### config.mk
export PLATFORM = sky130hd
export DESIGN_NAME = alien1_sprite_ctrl
export DESIGN_NICKNAME = d
export VERILOG_FILES = /design/src/rtl/alien1_sprite_ctrl.sv
export SDC_FILE = /design/constraint.sdc
export NUM_CORES = 1
export LEC_CHECK = 0
export BUFFER_PORTS_ARGS = -buffer_cell sky130_fd_sc_hd__buf_2
export CAP_MARGIN = 20
export CORE_UTILIZATION = 40
export CTS_BUF_LIST = sky130_fd_sc_hd__clkbuf_4 sky130_fd_sc_hd__clkbuf_8
export DETAILED_ROUTE_END_ITERATION = 7
export HOLD_SLACK_MARGIN = 0.06
export SLEW_MARGIN = 15
export SYNTH_ARGS = -nofsm -noshare
export SYNTH_HDL_FRONTEND = slang
export SYNTH_SLANG_ARGS = --single-unit
### constraint.sdc
create_clock -name i_clk2 -period 7.8 [get_ports i_clk2]
set_input_delay 0 -clock i_clk2 [delete_from_list [all_inputs] [get_ports i_clk2]]
set_output_delay 0 -clock i_clk2 [all_outputs]
set_load 0.05 [all_outputs]
### src/rtl/alien1_sprite_ctrl.sv
// Alien1 sprite controller: beam-to-ROM address generation with a
// registered hit pipe, plus the frame-paced march/drop movement FSM.
module alien1_sprite_ctrl #(
  parameter int SPR_W   = 31,
  parameter int SPR_H   = 26,
  parameter int X_START = 64,
  parameter int Y_START = 32,
  parameter int X_MAX   = 609,
  parameter int Y_MAX   = 454,
  parameter int X_STEP  = 2,
  parameter int Y_DROP  = 8,
  parameter int FRM_DIV = 2
) (
  input  logic       i_clk2,
  input  logic       i_rst,
  input  logic [9:0] i_xpos,
  input  logic [9:0] i_ypos,
  input  logic       i_active,
  input  logic       i_frame,
  input  logic       i_pause,
  output logic [9:0] o_A1addr,
  output logic       o_A1hit,
  output logic [9:0] o_A1x,
  output logic [9:0] o_A1y
);

  localparam int CW = (FRM_DIV > 1) ? $clog2(FRM_DIV) : 1;

  typedef enum logic [1:0] {
    S_RIGHT,
    S_LEFT,
    S_DROP_L,
    S_DROP_R
  } state_t;

  state_t r_state;
  state_t w_state_nx;

  logic [9:0]    r_x;
  logic [9:0]    r_y;
  logic [9:0]    w_x_nx;
  logic [9:0]    w_y_nx;
  logic [CW-1:0] r_fcnt;
  logic          w_run;
  logic          w_step;

  logic [9:0]  r_addr;
  logic        r_hit1;
  logic        r_hit2;

  logic [10:0] w_xe;
  logic [10:0] w_ye;
  logic [10:0] w_ax;
  logic [10:0] w_ay;
  logic [10:0] w_xhi;
  logic [10:0] w_yhi;
  logic        w_inbox;
  logic [9:0]  w_dx;
  logic [9:0]  w_dy;
  logic [9:0]  w_row;
  logic [9:0]  w_addr;

  logic [10:0] w_xr;
  logic [10:0] w_yd;
  logic        w_xr_ovf;
  logic        w_xl_unf;
  logic        w_yd_ovf;

  // ---------------- pixel path ----------------
  assign w_xe  = {1'b0, i_xpos};
  assign w_ye  = {1'b0, i_ypos};
  assign w_ax  = {1'b0, r_x};
  assign w_ay  = {1'b0, r_y};
  assign w_xhi = w_ax + 11'(SPR_W - 1);
  assign w_yhi = w_ay + 11'(SPR_H - 1);

  assign w_inbox = i_active
                 & (w_xe >= w_ax) & (w_xe <= w_xhi)
                 & (w_ye >= w_ay) & (w_ye <= w_yhi);

  // Differences are only consumed when inside the box, so no underflow.
  assign w_dx   = i_xpos - r_x;
  assign w_dy   = i_ypos - r_y;
  assign w_row  = w_dy * 10'(SPR_W);
  assign w_addr = w_inbox ? (w_row + w_dx) : 10'd0;

  always_ff @(posedge i_clk2 or posedge i_rst) begin
    if (i_rst) begin
      r_addr <= '0;
      r_hit1 <= 1'b0;
      r_hit2 <= 1'b0;
    end else begin
      r_addr <= w_addr;
      r_hit1 <= w_inbox;
      r_hit2 <= r_hit1;
    end
  end

  assign o_A1addr = r_addr;
  assign o_A1hit  = r_hit2;

  // ---------------- frame pacing ----------------
  assign w_run  = i_frame & ~i_pause;
  assign w_step = w_run & (r_fcnt == CW'(FRM_DIV - 1));

  always_ff @(posedge i_clk2 or posedge i_rst) begin
    if (i_rst) begin
      r_fcnt <= '0;
    end else if (w_run) begin
      r_fcnt <= w_step ? '0 : r_fcnt + CW'(1);
    end
  end

  // ---------------- movement FSM ----------------
  always_ff @(posedge i_clk2 or posedge i_rst) begin
    if (i_rst) begin
      r_state <= S_RIGHT;
    end else begin
      r_state <= w_state_nx;
    end
  end

  assign w_xr     = w_ax + 11'(X_STEP);
  assign w_yd     = w_ay + 11'(Y_DROP);
  assign w_xr_ovf = w_xr > 11'(X_MAX);
  assign w_xl_unf = w_ax < 11'(X_STEP);
  assign w_yd_ovf = w_yd > 11'(Y_MAX);

  always_comb begin
    w_state_nx = r_state;
    if (w_step) begin
      unique case (r_state)
        S_RIGHT:  if (w_xr_ovf) w_state_nx = S_DROP_L;
        S_LEFT:   if (w_xl_unf) w_state_nx = S_DROP_R;
        S_DROP_L: w_state_nx = S_LEFT;
        S_DROP_R: w_state_nx = S_RIGHT;
      endcase
    end
  end

  always_comb begin
    w_x_nx = r_x;
    w_y_nx = r_y;
    unique case (r_state)
      S_RIGHT: begin
        w_x_nx = w_xr_ovf ? 10'(X_MAX) : w_xr[9:0];
      end
      S_LEFT: begin
        w_x_nx = w_xl_unf ? 10'd0 : r_x - 10'(X_STEP);
      end
      S_DROP_L, S_DROP_R: begin
        w_y_nx = w_yd_ovf ? 10'(Y_START) : w_yd[9:0];
      end
    endcase
  end

  // Position only moves on a step, which only happens with i_frame high.
  always_ff @(posedge i_clk2 or posedge i_rst) begin
    if (i_rst) begin
      r_x <= 10'(X_START);
      r_y <= 10'(Y_START);
    end else if (w_step) begin
      r_x <= w_x_nx;
      r_y <= w_y_nx;
    end
  end

  assign o_A1x = r_x;
  assign o_A1y = r_y;

endmodule

==> flow_metrics.py, run 1 <==
metrics = {
    "finish": {
        "synthToLayoutAreaGrowth_pct": 11.6,
        "fillers": 1072,
        "fin_nets": 703,
        "drive_above_1_share": 0.129,
        "antenna_cells": 0,
    },
    "placed_design": {
        "port-buffer-count": 52,
        "globalplace.congestion": 0.907,
        "dp_hpwl_um": 8310,
    },
    "synth": {
        "synth_top_area_share": 0.195,
        "netlist_area_mm2": 0.00455,
        "yosysWarnings": 0,
        "ys_types": 63,
        "synthArstFlopShare": 1.00,
        "syn_inst": 534,
        "syn_avg_cell_area_um2": 8.53,
        "synth_edf_count": 0,
        "yosysTopAreaCell": "ha_1",
        "synth_most_common_cell": "ha_1",
        "seq_area_frac_synth": 0.176,
        "synth_top_cells_by_count": "ha_1 (71), inv_1 (70), o21ai_0 (33)",
        "synth_flop_cell": "dfrtp_1",
        "ys_ff_latch": 32,
        "synthTopCellsByArea": "ha_1 (20%), dfrtp_1 (16%), fa_1 (11%)",
    },
    "setup_path": {
        "critical_path_class": "reg -> reg",
        "reg2reg_depth": 21,
        "crit_path_end": "o_A1addr[9]$_DFF_PP0_",
        "crit_path_end_kind": "flip-flop",
        "crit_path_start_kind": "flip-flop",
        "cp.required_ps": 7980,
        "r2r_end": "o_A1addr[9]$_DFF_PP0_",
        "ff2ff_setup_slack_ps": 1690,
        "timing.critical_path.mode_cell": "fa_1",
        "reg2reg_from": "o_A1y[3]$_DFFE_PP0P_",
        "crit_path_cell_trace": "inv_1 -> ha_1 -> o21a_1 -> o21ai_0 -> a21boi_0 -> or2_2 -> xor2_1 -> inv_1 -> fa_1 -> fa_1 -> fa_1 -> fa_1 -> inv_1 -> ha_1 -> nor2_1 -> nor2_1 -> o41ai_1 -> or4_1 -> nand4_1 -> xor2_1 -> and2_1",
        "critPathMaxFanout": 10,
        "crit_path_start": "o_A1y[3]$_DFFE_PP0P_",
        "cpPeakStageDelay_ps": 520,
        "cp_slowest_cell": "fa_1",
        "arrival_ps": 6290,
    },
    "clock_tree": {
        "cts.sinks": 32,
        "cts_tree": "done",
        "cts.htree.levels": 2,
        "post_cts_resized": 0,
        "cts-root-buf": "clkbuf_8",
        "clk_path_buf_depth": 2,
        "cts_inserted_buffers": 5,
        "clk_latency_ps": 300,
        "clkTransAtPathRegs_ps": 70,
    },
    "grt": {
        "antenna_found_initial": 0,
        "grt_max_degree": 33,
        "grt_use_total": 0.183,
        "grt_pass1_wl_um": 17100,
        "gr-total-overflow": 0,
        "grt_pass1_vias": 3585,
    },
    "drt": {
        "wirelength_um": 10200,
        "vias": 3810,
        "wire_per_inst_um": 14.1,
        "ant_nets": 0,
        "drt_iter0_markers": 162,
        "viasPerCell": 5.28,
        "drt_first_pass_iters": 4,
        "remaining_drc_errors": 0,
    },
    "die": {
        "die_h_um": 109,
        "rows": 38,
        "io_pins": 56,
        "start_util": 0.415,
        "core_mm2": 0.0110,
        "dieArea_mm2": 0.0118,
        "die_w_um": 109,
    },
    "sta": {
        "rsz0062_at_grt": "no",
        "max_slew_margin": 0.548,
        "fin_skew_ps": 11.4,
        "post-route-min-period_ps": 6110,
        "tightest_slew_ps": 677,
        "setup_viol_count_final": 0,
        "hold_viol": 0,
        "max_freq_ghz": 0.164,
        "drv_slew": 0,
        "final.setup.tns_ps": 0,
        "fin_crit_sh": 0.783,
    },
    "hold_path": {
        "min_from": "i_active",
        "hp-class": "in -> reg",
    },
    "status": {
        "status": "complete, no violations",
    },
    "run": {
        "maxCapViolCount": 0,
    },
}
[worst max-delay path: cells and delay by family, from the launching register on]
kind / cells / cell delay [ps]
DFF: 1 / 470
and+or+nand+nor: 6 / 1280
adders and majority gates: 6 / 2740
AOI/OAI and AO/OA: 4 / 980
buffers and inverters: 3 / 270
xor gates and xnor gates: 2 / 270
[worst min-delay path by stage]
stage,cells past startpoint,slack [ps],endpoint
after floorplan,1,110,o_A1addr[0]$_DFF_PP0_
after global placement,3,110,o_A1y[8]$_DFFE_PP0P_
after detailed placement,3,130,o_A1y[8]$_DFFE_PP0P_
after CTS,4,150,r_hit1$_DFF_PP0_
after global routing,4,160,r_hit1$_DFF_PP0_
final,4,160,r_hit1$_DFF_PP0_
[logic make-up (layout without fill, tap and decap cells)]
logic type / after synthesis / in the layout / share of synthesized area
other: 2 / 5 / 0.00165
DFF: 32 / 32 / 0.176
xor gates and xnor gates: 40 / 40 / 0.0800
muxes: 2 / 2 / 0.00467
adders and majority gates: 97 / 97 / 0.309
AOI/OAI and AO/OA: 131 / 131 / 0.192
and+or+nand+nor: 135 / 135 / 0.151
buffers and inverters: 95 / 140 / 0.0846
[sequential cells by signal, summed over array words and instances, names as in the netlist]
signal / cells
o_A1addr: 10
o_A1x: 10
o_A1y: 7
r_state: 2
o_A1hit: 1
r_fcnt: 1
r_hit1: 1
[per-layer routing]
metal	vias to the layer above	routed length, um	global-route usage
li1	1932	-	-
met1	1790	5020	0.259
met2	83	4630	0.293
met3	5	462	0.0329
met4	0	59	0.0347
met5	-	0	0
[timing repair]
| item | 4_1_cts | 5_1_grt |
|---|---|---|
| buffers inserted | 0 | 0 |
| endpoints found under the hold margin | 32 | 0 |
| hold buffers | 4 | 0 |
[cell type report]
type | count | area (um^2) | area share
multi-input cells | 410 | 3380 | 0.664
inverters | 72 | 270 | 0.0532
clock buffers | 7 | 96.3 | 0.0190
well taps | 140 | 175 | 0.0345
clock inverters | 1 | 30.0 | 0.00591
repair buffers | 60 | 330 | 0.0650
flip-flops and latches | 32 | 803 | 0.158
[metrics by stage]
stage | setup slack (ps) | utilization | instances | area (um^2) | hold WS [ps]
detailed placement | 1680 | 0.448 | 710 | 4920 | 127
CTS | 1670 | 0.463 | 722 | 5080 | 147
finish | 1690 | 0.463 | 722 | 5080 | 159
global route | 1330 | 0.463 | 722 | 5080 | 155
global placement | 1900 | 0.448 | 710 | 4920 | 112
floorplan | 1780 | - | 537 | 4560 | 115
[cells in the final DEF, fill, tap and decap left out, types with 5 or more instances in the layout]
cell      count
dfrtp_1      30
nor2_1       31
nor3_1       13
xnor2_1      28
o21ai_0      33
buf_2        52
o21a_1        5
nand2_1      23
fa_1         26
clkbuf_8      7
a211oi_1      5
nand4_1       9
a21oi_1      29
conb_1        5
a21o_1       16
ha_1         71
xor2_1       11
and2_1       13
inv_1        70
nand3_1      18
nand2b_1      5
Power of run 1 is left out: the tool's default activity adds up to more than one toggle a clock period on the data nets, which glitch-free logic cannot reach.
==> run 2: changes to the inputs <==
==> constraint.sdc (replaced) <==
create_clock -name i_clk2 -period 5.1 [get_ports i_clk2]
set_input_delay 0 -clock i_clk2 [delete_from_list [all_inputs] [get_ports i_clk2]]
set_output_delay 0 -clock i_clk2 [all_outputs]
set_load 0.05 [all_outputs]
==> run 2 against run 1 <==
Compared with the run above: via count rose by 6.1%; cell count rose by 5.1%; worst hold slack better by 29 ps; final area up 7.2%; flip-flop and latch count is the same; utilization increased by 3.3 points.
==> flow_metrics.py, run 2 (synthesized netlist as in run 1, its figures left out) <==
metrics = {
    "status": {
        "status": "complete, no violations",
    },
    "clock_tree": {
        "cts.htree.levels": 2,
        "clk_latency_ps": 300,
        "cts_inserted_buffers": 5,
        "cts-root-buf": "clkbuf_8",
        "cts_tree": "done",
        "clk_path_buf_depth": 2,
        "cts.sinks": 32,
        "clkTransAtPathRegs_ps": 80,
    },
    "sta": {
        "post-route-min-period_ps": 5060,
        "fin_crit_sh": 0.993,
        "drv_slew": 0,
        "max_slew_margin": 0.520,
        "tightest_slew_ps": 718,
        "fin_skew_ps": 4.13,
        "rsz0062_at_grt": "yes",
        "hold_viol": 0,
        "max_freq_ghz": 0.198,
        "setup_viol_count_final": 0,
    },
    "setup_path": {
        "crit_family": "adder cells",
        "cp.required_ps": 5290,
        "cpPeakStageDelay_ps": 550,
        "arrival_ps": 5250,
        "timing.critical_path.mode_cell": "fa_1",
        "path_buf_inv": 4,
        "crit_path_cell_trace": "inv_2 -> ha_4 -> o21a_1 -> buf_4 -> or3_4 -> and2_4 -> fa_1 -> fa_1 -> fa_1 -> inv_1 -> fa_1 -> inv_2 -> ha_4 -> nand2_2 -> o21ai_2 -> o41ai_2 -> or4_1 -> nand4_1 -> xor2_1 -> and2_1",
        "critPathMaxFanout": 5,
        "cp_slowest_cell": "fa_1",
        "critical_path_class": "reg -> reg",
        "crit_path_end_kind": "flip-flop",
        "crit_path_start_kind": "flip-flop",
    },
    "drt": {
        "vias": 4043,
        "drt_first_pass_iters": 5,
        "viasPerCell": 5.33,
        "drt_iter0_markers": 122,
        "remaining_drc_errors": 0,
        "wire_per_inst_um": 14.7,
        "ant_nets": 0,
        "wirelength_um": 11200,
    },
    "die": {
        "dieArea_mm2": 0.0118,
        "io_pins": 56,
        "start_util": 0.415,
        "rows": 38,
        "core_mm2": 0.0110,
        "die_h_um": 109,
        "die_w_um": 109,
    },
    "placed_design": {
        "placed_area_mm2": 0.00522,
        "globalplace.congestion": 0.871,
        "port-buffer-count": 52,
        "dp_hpwl_um": 9080,
    },
    "grt": {
        "gr-total-overflow": 0,
        "grt_pass1_wl_um": 18700,
        "antenna_found_initial": 1,
        "grt_pass1_vias": 3921,
        "grt_use_total": 0.202,
        "grt_max_degree": 33,
    },
    "hold_path": {
        "hp-class": "in -> reg",
    },
    "finish": {
        "final_cell_mix": "ha_1 (67), inv_1 (66), buf_2 (52)",
        "stdcell_area_mm2": 0.00545,
        "fin_nets": 739,
        "fillers": 1096,
        "drive_above_1_share": 0.220,
        "layout_commonest_cell": "ha_1",
        "synthToLayoutAreaGrowth_pct": 19.7,
    },
    "run": {
        "maxCapViolCount": 0,
    },
}
==> run 2: cell count changes in the layout (fill, tap and decap cells not counted), moves of 3 or more <==
cell	before	now
dfrtp_1	30	27
ha_1	71	67
inv_2	0	4
dfrtp_2	0	3
ha_4	0	4
buf_4	4	40
inv_1	70	66
==> run 2: worst reg2reg max path, delay by kind of cell, from the launching register on <==
family / cells / cell delay (ps)
adder cells (fa/ha/maj): 6 / 2470
flip-flops: 1 / 420
XOR/XNOR: 1 / 70
AO/OA/AOI/OAI: 3 / 500
AND/OR/NAND/NOR: 6 / 1200
buffers and inverters: 4 / 320
==> run 2: cell type report <==
cell class	count	area (um^2)	share of cell area
multi-input cells	410	3500	0.642
flip-flops and latches	32	807	0.148
repair buffers	96	601	0.110
inverters	72	270	0.0496
well taps	140	175	0.0321
clock buffers	6	82.6	0.0152
clock inverters	2	15.0	0.00275
diodes	1	2.50	0.000459
==> run 2: path summary, 6_finish.rpt <==
check	slack [ps]	depth (start not counted)	from	endpoint
setup reg to reg	40	20	o_A1y[3]$_DFFE_PP0P_	o_A1addr[9]$_DFF_PP0_
max in group asynchronous	4430	4	i_rst	o_A1x[6]$_DFFE_PP1P_
min in group asynchronous	330	4	i_rst	o_A1y[7]$_DFFE_PP0P_
hold reg to reg	350	0	r_hit1$_DFF_PP0_	o_A1hit$_DFF_PP0_
setup / recovery	40	20	o_A1y[3]$_DFFE_PP0P_	o_A1addr[9]$_DFF_PP0_
hold / removal	190	4	i_active	r_hit1$_DFF_PP0_
==> run 2: what timing repair did <==
item,in CTS,in global routing
setup buffers,7,0
pin swaps,21,4
gates resized for setup,6,4
setup endpoints to repair,1,1
endpoints found under the hold margin,32,0
hold buffers,4,0
==> run 2: through the flow <==
| step | TNS (ps) | utilization | setup slack [ps] | hold slack [ps] | instances |
|---|---|---|---|---|---|
| after CTS | -48.0 | 0.494 | -48.0 | 169 | 758 |
| after detailed placement | -149 | 0.475 | -149 | 124 | 739 |
| after global routing | -169 | 0.496 | -169 | 192 | 758 |
| after floorplan | -343 | - | -343 | 115 | 537 |
| final | 0 | 0.496 | 37.7 | 188 | 759 |
| after global placement | -1.31 | 0.475 | -1.31 | 131 | 739 |
==> run 2: routing by layer <==
layer / share of wire / GRT usage / up-vias
met2: 0.48 / 0.346 / 102
met3: 0.050 / 0.0371 / 16
met1: 0.46 / 0.260 / 1917
li1: - / - / 2008
met5: 0 / 0 / -
met4: 0.016 / 0.0541 / 0
Power of run 2 is left out for the same reason.
==> run 3: changes to the inputs <==
--- a/config.mk
+++ b/config.mk
@@ -7,7 +7,7 @@
 export LEC_CHECK = 0
 export BUFFER_PORTS_ARGS = -buffer_cell sky130_fd_sc_hd__buf_2
 export CAP_MARGIN = 20
-export CORE_UTILIZATION = 40
+export CORE_UTILIZATION = 42
 export CTS_BUF_LIST = sky130_fd_sc_hd__clkbuf_4 sky130_fd_sc_hd__clkbuf_8
 export DETAILED_ROUTE_END_ITERATION = 7
 export HOLD_SLACK_MARGIN = 0.06
==> run 3 against run 2 <==
Compared with the run above: critical path depth stayed put; setup slack better by 4.2 ps; routed wire length is 0.64% lower; worst hold slack worse by 15 ps; non-clock buffer count is 3 lower; global-route usage is 0.30 points higher; utilization is 2.2 points higher; count of clock-buffer cells in the layout is 1 lower; die area is 4.7% lower; fmax hardly changed; flip-flop and latch count stayed put; via count is 0.62% lower.
==> flow_metrics.py, run 3 (synthesized netlist as in run 1, its figures left out) <==
metrics = {
    "die": {
        "dieArea_mm2": 0.0113,
        "io_pins": 56,
        "start_util": 0.437,
        "rows": 37,
        "die_w_um": 106,
        "die_h_um": 106,
        "core_mm2": 0.0104,
    },
    "drt": {
        "viasPerCell": 5.35,
        "wire_per_inst_um": 14.8,
        "wirelength_um": 11100,
        "ant_nets": 0,
        "drt_first_pass_iters": 5,
        "remaining_drc_errors": 0,
        "drt_iter0_markers": 293,
        "vias": 4018,
    },
    "clock_tree": {
        "clk_latency_ps": 300,
        "cts.htree.levels": 2,
        "cts_tree": "done",
        "cts-root-buf": "clkbuf_8",
        "cts.sinks": 32,
        "clk_path_buf_depth": 2,
        "cts_inserted_buffers": 5,
        "clkTransAtPathRegs_ps": 90,
    },
    "hold_path": {
        "holdPathStages": 4,
        "min_to": "r_state[1]$_DFFE_PP0P_",
        "min_from": "i_pause",
        "hp-class": "in -> reg",
    },
    "finish": {
        "synthToLayoutAreaGrowth_pct": 18.6,
        "fin_nets": 736,
        "antenna_cells": 0,
        "stdcell_area_mm2": 0.00540,
        "layout_commonest_cell": "ha_1",
        "final_cell_mix": "ha_1 (67), inv_1 (65), buf_2 (52)",
        "drive_above_1_share": 0.211,
    },
    "setup_path": {
        "arrival_ps": 5250,
        "cp_slowest_cell": "fa_1",
        "r2r_end": "o_A1addr[9]$_DFF_PP0_",
        "reg2reg_from": "o_A1y[3]$_DFFE_PP0P_",
        "crit_cells": 20,
        "crit_path_end_kind": "flip-flop",
        "critPathMaxFanout": 3,
        "ff2ff_setup_slack_ps": 40,
        "cp.required_ps": 5290,
        "critical_path_class": "reg -> reg",
        "timing.critical_path.mode_cell": "fa_1",
        "reg2reg_depth": 20,
        "path_buf_inv": 4,
        "cpPeakStageDelay_ps": 550,
        "crit_path_cell_trace": "inv_2 -> ha_4 -> o21a_1 -> buf_4 -> or3_4 -> and2_4 -> fa_1 -> fa_1 -> fa_1 -> inv_1 -> fa_1 -> inv_2 -> ha_4 -> nand2_1 -> o21ai_2 -> o41a_1 -> a211o_2 -> nand4_1 -> xor2_1 -> and2_1",
        "crit_path_start_kind": "flip-flop",
        "crit_family": "adder cells",
    },
    "sta": {
        "drv_slew": 0,
        "rsz0062_at_grt": "yes",
        "fin_skew_ps": 12.4,
        "setup_viol_count_final": 0,
        "hold_viol": 0,
        "fin_crit_sh": 0.992,
        "max_slew_margin": 0.523,
        "max_freq_ghz": 0.198,
        "tightest_slew_ps": 714,
        "timing.hold.ws_ps": 173,
        "final.setup.tns_ps": 0,
        "post-route-min-period_ps": 5060,
    },
    "run": {
        "maxCapViolCount": 0,
    },
    "placed_design": {
        "dp_hpwl_um": 8830,
        "globalplace.congestion": 0.881,
        "port-buffer-count": 52,
        "placed_area_mm2": 0.00520,
    },
    "grt": {
        "grt_max_degree": 33,
        "grt_use_total": 0.205,
        "antenna_found_initial": 0,
        "gr-total-overflow": 0,
        "grt_pass1_wl_um": 18500,
        "grt_pass1_vias": 3907,
    },
    "status": {
        "status": "complete, no violations",
    },
}
[run 3: cell count changes in the layout (fill, tap and decap cells not counted), sizes merged]
cell / previous run / this run
clkbuf: 6 / 5
clkinv: 2 / 3
buf: 92 / 89
diode: 1 / 0
[run 3: per-stage QoR]
step | worst slack [ps] | std cells | util
detailed placement | -79.9 | 734 | 0.499
finish | 41.9 | 751 | 0.519
global route | -154 | 751 | 0.519
floorplan | -343 | 537 | -
CTS | 15.5 | 751 | 0.517
global placement | 16.7 | 734 | 0.499
[run 3: area by class of cell]
cell class                      instances  area [um^2]
Fill cell                            1006         5010
Multi-Input combinational cell        410         3480
Sequential cell                        32          807
Timing Repair Buffer                   93          578
Inverter                               72          270
Tap cell                              136          170
Clock buffer                            5         68.8
Clock inverter                          3         23.8
[run 3: worst reg2reg max path, cell delays in order (launching register included)]
cell	delay [ps]
dfrtp_2	410
inv_2	70
ha_4	200
o21a_1	200
buf_4	140
or3_4	320
and2_4	160
fa_1	550
fa_1	430
fa_1	510
inv_1	50
fa_1	480
inv_2	50
ha_4	210
nand2_1	70
o21ai_2	80
o41a_1	450
a211o_2	270
nand4_1	100
xor2_1	70
and2_1	140
[run 3: what timing repair did]
| item | 4_1_cts | 5_1_grt |
|---|---|---|
| pin swaps | 22 | 2 |
| buffers inserted | 5 | 0 |
| resized for setup | 5 | 3 |
| hold endpoints to repair | 32 | 0 |
| hold buffers | 4 | 0 |
| setup endpoints to repair | 1 | 1 |
[run 3: metal layers]
metal | GRT usage | routed length (um) | vias up
met5 | 0 | 0 | -
met4 | 0.0496 | 186 | 0
met3 | 0.0227 | 453 | 17
met2 | 0.352 | 5380 | 108
met1 | 0.274 | 5070 | 1897
li1 | - | - | 1996
[run 3: worst max-delay path by stage]
stage	from	end	slack, ps
5_1_grt	o_A1y[3]$_DFFE_PP0P_	o_A1addr[9]$_DFF_PP0_	-150
4_1_cts	o_A1y[3]$_DFFE_PP0P_	o_A1addr[9]$_DFF_PP0_	20
2_1_floorplan	o_A1y[3]$_DFFE_PP0P_	o_A1addr[9]$_DFF_PP0_	-340
6_report	o_A1y[3]$_DFFE_PP0P_	o_A1addr[9]$_DFF_PP0_	40
3_5_place_dp	o_A1y[3]$_DFFE_PP0P_	o_A1addr[9]$_DFF_PP0_	-80
3_3_place_gp	o_A1y[3]$_DFFE_PP0P_	o_A1addr[9]$_DFF_PP0_	20
Power of run 3 is left out for the same reason.
